<file path="src/rtl/pipelined_carry_increment_adder.sv">
`default_nettype none
// ============================================================================
// Module   : pipelined_carry_increment_adder
// Brief    : Pipelined carry-increment adder/subtractor with valid/ready flow.
// Revision : 1.0 - initial release
// ============================================================================
module pipelined_carry_increment_adder #(
    parameter int WIDTH            = 16,
    parameter int BLOCK            = 4,
    parameter int BLOCKS_PER_STAGE = 1
) (
    input  logic             clk,
    input  logic             rst,
    input  logic             in_valid,
    output logic             in_ready,
    input  logic [WIDTH-1:0] a,
    input  logic [WIDTH-1:0] b,
    input  logic             carry_in,
    input  logic             sub,
    output logic             out_valid,
    input  logic             out_ready,
    output logic [WIDTH-1:0] sum,
    output logic             carry_out,
    output logic             overflow
);
    localparam int NB = WIDTH / BLOCK;
    localparam int L  = NB / BLOCKS_PER_STAGE;

    logic             en_w;
    logic [WIDTH-1:0] bx_w;
    logic             cx_w;
    logic [WIDTH-1:0] s0_w;
    logic [NB-1:0]    c0_w;

    logic [WIDTH-1:0] s_d  [L];
    logic [WIDTH-1:0] s_q  [L];
    logic [NB-1:0]    c0_d [L];
    logic [NB-1:0]    c0_q [L];
    logic             cy_d [L];
    logic             cy_q [L];
    logic             px_d [L];
    logic             px_q [L];
    logic             v_d  [L];
    logic             v_q  [L];

    assign en_w     = ~v_q[L-1] | out_ready;
    assign in_ready = en_w & ~rst;
    assign bx_w     = sub ? ~b : b;
    assign cx_w     = carry_in ^ sub;

    always_comb begin : acc_blocks
        logic [BLOCK:0] t;
        t    = '0;
        s0_w = '0;
        c0_w = '0;
        for (int j = 0; j < NB; j++) begin
            t = {1'b0, a[j*BLOCK +: BLOCK]} + {1'b0, bx_w[j*BLOCK +: BLOCK]};
            s0_w[j*BLOCK +: BLOCK] = t[BLOCK-1:0];
            c0_w[j]                = t[BLOCK];
        end
    end

    always_comb begin : resolve
        logic [WIDTH-1:0] in_s  [L];
        logic [NB-1:0]    in_c0 [L];
        logic             in_cy [L];
        logic             in_px [L];
        logic             in_v  [L];
        logic [WIDTH-1:0] ts;
        logic             tcy;
        logic [BLOCK-1:0] blk;
        int               j;
        ts  = '0;
        tcy = 1'b0;
        blk = '0;
        j   = 0;
        for (int k = 0; k < L; k++) begin
            in_s[k]  = '0;
            in_c0[k] = '0;
            in_cy[k] = 1'b0;
            in_px[k] = 1'b0;
            in_v[k]  = 1'b0;
            s_d[k]   = '0;
            c0_d[k]  = '0;
            cy_d[k]  = 1'b0;
            px_d[k]  = 1'b0;
            v_d[k]   = 1'b0;
        end
        // px carries a^bx at the MSB so the carry into the MSB can be recovered from the final sum bit
        in_s[0]  = s0_w;
        in_c0[0] = c0_w;
        in_cy[0] = cx_w;
        in_px[0] = a[WIDTH-1] ^ bx_w[WIDTH-1];
        in_v[0]  = in_valid;
        for (int k = 1; k < L; k++) begin
            in_s[k]  = s_q[k-1];
            in_c0[k] = c0_q[k-1];
            in_cy[k] = cy_q[k-1];
            in_px[k] = px_q[k-1];
            in_v[k]  = v_q[k-1];
        end
        for (int k = 0; k < L; k++) begin
            ts  = in_s[k];
            tcy = in_cy[k];
            for (int i = 0; i < BLOCKS_PER_STAGE; i++) begin
                j   = k * BLOCKS_PER_STAGE + i;
                blk = ts[j*BLOCK +: BLOCK];
                ts[j*BLOCK +: BLOCK] = blk + {{(BLOCK-1){1'b0}}, tcy};
                tcy = in_c0[k][j] | (tcy & (&blk));
            end
            s_d[k]  = ts;
            c0_d[k] = in_c0[k];
            cy_d[k] = tcy;
            px_d[k] = in_px[k];
            v_d[k]  = in_v[k];
        end
    end

    always_ff @(posedge clk) begin
        if (rst) begin
            for (int k = 0; k < L; k++) begin
                v_q[k]  <= 1'b0;
                s_q[k]  <= '0;
                c0_q[k] <= '0;
                cy_q[k] <= 1'b0;
                px_q[k] <= 1'b0;
            end
        end else if (en_w) begin
            for (int k = 0; k < L; k++) begin
                v_q[k]  <= v_d[k];
                s_q[k]  <= s_d[k];
                c0_q[k] <= c0_d[k];
                cy_q[k] <= cy_d[k];
                px_q[k] <= px_d[k];
            end
        end
    end

    assign out_valid = v_q[L-1];
    assign sum       = s_q[L-1];
    assign carry_out = cy_q[L-1];
    assign overflow  = s_q[L-1][WIDTH-1] ^ px_q[L-1] ^ cy_q[L-1];

endmodule
`default_nettype wire

</file>
<file path="config.mk">
export PLATFORM = sky130hd
export DESIGN_NAME = pipelined_carry_increment_adder
export DESIGN_NICKNAME = d
export VERILOG_FILES = /design/src/rtl/pipelined_carry_increment_adder.sv
export SDC_FILE = /design/constraint.sdc
export NUM_CORES = 1
export LEC_CHECK = 0
export ABC_AREA = 0
export ABC_CLOCK_PERIOD_IN_PS = 3700
export BUFFER_PORTS_ARGS = -buffer_cell sky130_fd_sc_hd__buf_2
export CAP_MARGIN = 20
export CELL_PAD_IN_SITES_DETAIL_PLACEMENT = 0
export CELL_PAD_IN_SITES_GLOBAL_PLACEMENT = 2
export CORE_ASPECT_RATIO = 0.75
export CORE_MARGIN = 3
export CORE_UTILIZATION = 36
export CTS_CLUSTER_DIAMETER = 40
export DETAILED_ROUTE_END_ITERATION = 7
export GPL_ROUTABILITY_DRIVEN = 0
export GPL_TIMING_DRIVEN = 0
export PLACE_DENSITY_LB_ADDON = 0.08
export SETUP_SLACK_MARGIN = 0.5
export SYNTH_ARGS = -nofsm -noshare
export SYNTH_HDL_FRONTEND = slang
export SYNTH_SLANG_ARGS = --single-unit
</file>
<file path="constraint.sdc">
create_clock -name clk -period 3.7 [get_ports clk]
set_input_delay 0.74 -clock clk [delete_from_list [all_inputs] [get_ports clk]]
set_output_delay 0.74 -clock clk [all_outputs]
set_load 0.01 [all_outputs]
</file>
==> out/metrics.cfg <==
[detailed_routing]
wire_per_inst_um=12.4
drtAntennaViolNets=0
routed.top_layer=met4
vias=2023
routed-wl-met2_mm=2.28
drc_errors=0
totalWireLength_mm=6.02
dr.pass1.iters=4
viasPerCell=4.17
wl_met3_um=427
drt_iter0_drc=73
wl_met1_mm=3.21

[synth]
syn_inst=278
synth_area_leaders=edfxtp_1 (63%), and2_1 (9.5%), ha_1 (7.7%)
synth_compound_area_frac=0.0357
synthSimpleGateAreaFrac=0.135
ys_seq_area_frac=0.632
synthMuxAreaShare=0.00257
ys_seq_elements=82
synth_xor_area_frac=0.0720
syn_nets=344
yosysWarnings=0
netlist_area_um2=3890
yosysTopAreaCell=edfxtp_1
synth_top_family_by_area=simple AND/OR/NAND/NOR gates
synthAdderAreaFrac=0.0977
ys_types=26
synth.avg_cell_area_um2=14.0
yosysTopAreaCellShare=0.632

[clock_network]
cts-root-buf=clkbuf_16
cts_resized=0
ctsLongestPathBuffers=2
clock_latency_ns=0.32
cts_tree=yes
htree_num_levels=3
cts_setup_buffers=0
hold_buffers=0
numCtsBuffers=9
cts.sinks=82
clk_pin_slew_ns=0.06

[hold_path]
hold_end=s_q[1][1]
min_from=s_q[0][1]
hold_depth=1
min_path_type=reg2reg

[timing]
hold_viol=0
skew_ns=0.00512
slew_viol_final=0
fin_crit_ns=2.41
fin_tns_setup_ns=0
rsz0062_at_grt=false
post-route-period-util=0.652
fmax_mhz=415
tightest_slew_ns=0.584
setup_viol=0
slew_headroom=0.611

[critical_path]
critPathMaxFanout=10
r2r_cells=2
worstPathArrival_ns=1.67
rr_endpoint=px_q[3]
required_ns=2.96
r2r_slack_ns=2.13
cp-start-kind=primary input
endpoint_kind=output pin
r2r_start=v_q[3]
critPathKind=in2out

[power]
leakagePower_nw=2.14
finalPower_mw=2.38
peakVddDrop_uv=230
p_per_area_nw_per_um2=506

[place]
placedCellCount=471
portBuffers=56
place_hpwl_mm=4.41

[run_status]
status=finished clean

[global_route]
first_global_vias=2068
overflow=0
antenna_found_initial=0
grt_max_degree=43
globalRouteTotalUtil=0.111
grt_pass1_wl_mm=10.3

[cells_and_area]
drive_above_1_share=0.246
final_cell_mix=edfxtp_1 (82), and2_1 (59), buf_2 (58)
final_cell_count_no_fill=485
final_common_cell=edfxtp_1
synthToLayoutAreaGrowth_pct=20.9
num_antenna_cells=0
layout.nets=412

[floorplanning]
die_w_um=126
fp.dieH_um=96.1
dieArea_um2=12100
core_area_um2=10400
ios=58
start_util=0.374
num_rows=32

[flow_run]
drv_cap=0

[sequential cells by signal, indices dropped and copies added (netlist names)]
| register | count |
|---|---|
| s_q | 64 |
| c0_q | 6 |
| cy_q | 4 |
| px_q | 4 |
| v_q | 4 |
[cells in the mapped netlist]
cell / count
and2_1: 59
a21oi_1: 8
nand3_1: 5
xor2_1: 25
fa_1: 4
nor3_1: 2
buf_4: 2
inv_2: 1
nor2_1: 17
xnor2_1: 7
mux2i_1: 1
ha_1: 24
nand4_1: 1
a31oi_1: 3
a21o_1: 5
nor2b_1: 4
edfxtp_1: 82
o21ai_0: 2
and3_1: 3
o22ai_1: 1
clkbuf_1: 1
buf_2: 2
inv_1: 10
clkbuf_2: 5
and2_4: 1
a21o_2: 3
[layer usage]
metal  global-route usage  vias to the layer above
met5                    0                        -
met4               0.0402                        0
met3               0.0388                        7
met2                0.151                       60
met1                0.163                      855
li1                     -                     1101
[per-stage QoR]
step,setup WS [ns],hold WS (ns),cell area [um^2],utilization
2_1_floorplan,1.09,0.497,3900,-
3_3_place_gp,0.421,0.500,4350,0.418
3_5_place_dp,0.950,0.503,4380,0.420
4_1_cts,1.24,0.515,4710,0.452
5_1_grt,1.17,0.530,4710,0.452
6_report,1.29,0.512,4710,0.452
[worst max path at each step]
| stage | startpoint | to | cells past startpoint |
|---|---|---|---|
| after global placement | rst | s_q[3][11] | 3 |
| final | out_ready | in_ready | 6 |
| after CTS | out_ready | in_ready | 6 |
| after floorplan | sub | s_q[0][3] | 9 |
| after detailed placement | sub | s_q[0][3] | 9 |
| after global routing | out_ready | in_ready | 6 |
[logic make-up (layout without fill, tap and decap cells)]
kind of cell               Yosys count  count (layout)
and+or+nand+nor                     92              92
DFF                                 82              82
xor gates and xnor gates            32              32
adders and majority gates           28              28
AOI/OAI and AO/OA                   22              22
buffers and inverters               21              92
muxes                                1               1
[where the power goes]
part	switching [mW]	internal, mW
Combinational	0.132	0.128
Clock	0.325	0.651
Sequential	0.0241	1.12
Total	0.482	1.90
[cell type report]
| class | instances | area, um^2 |
|---|---|---|
| buffer | 10 | 53.8 |
| sequential | 82 | 2460 |
| multi-input combinational | 175 | 1350 |
| timing repair buffer | 57 | 300 |
| tap | 136 | 170 |
| fill | 979 | 5700 |
| clock buffer | 9 | 225 |
| clock inverter | 5 | 105 |
| inverter | 11 | 41.3 |
[critical path: stages]
cell	delay, ns
buf_2	0.07
inv_1	0.06
a21o_2	0.24
inv_2	0.12
buf_2	0.26
buf_2	0.17
No activity file was read; power rests on OpenSTA's default activity.
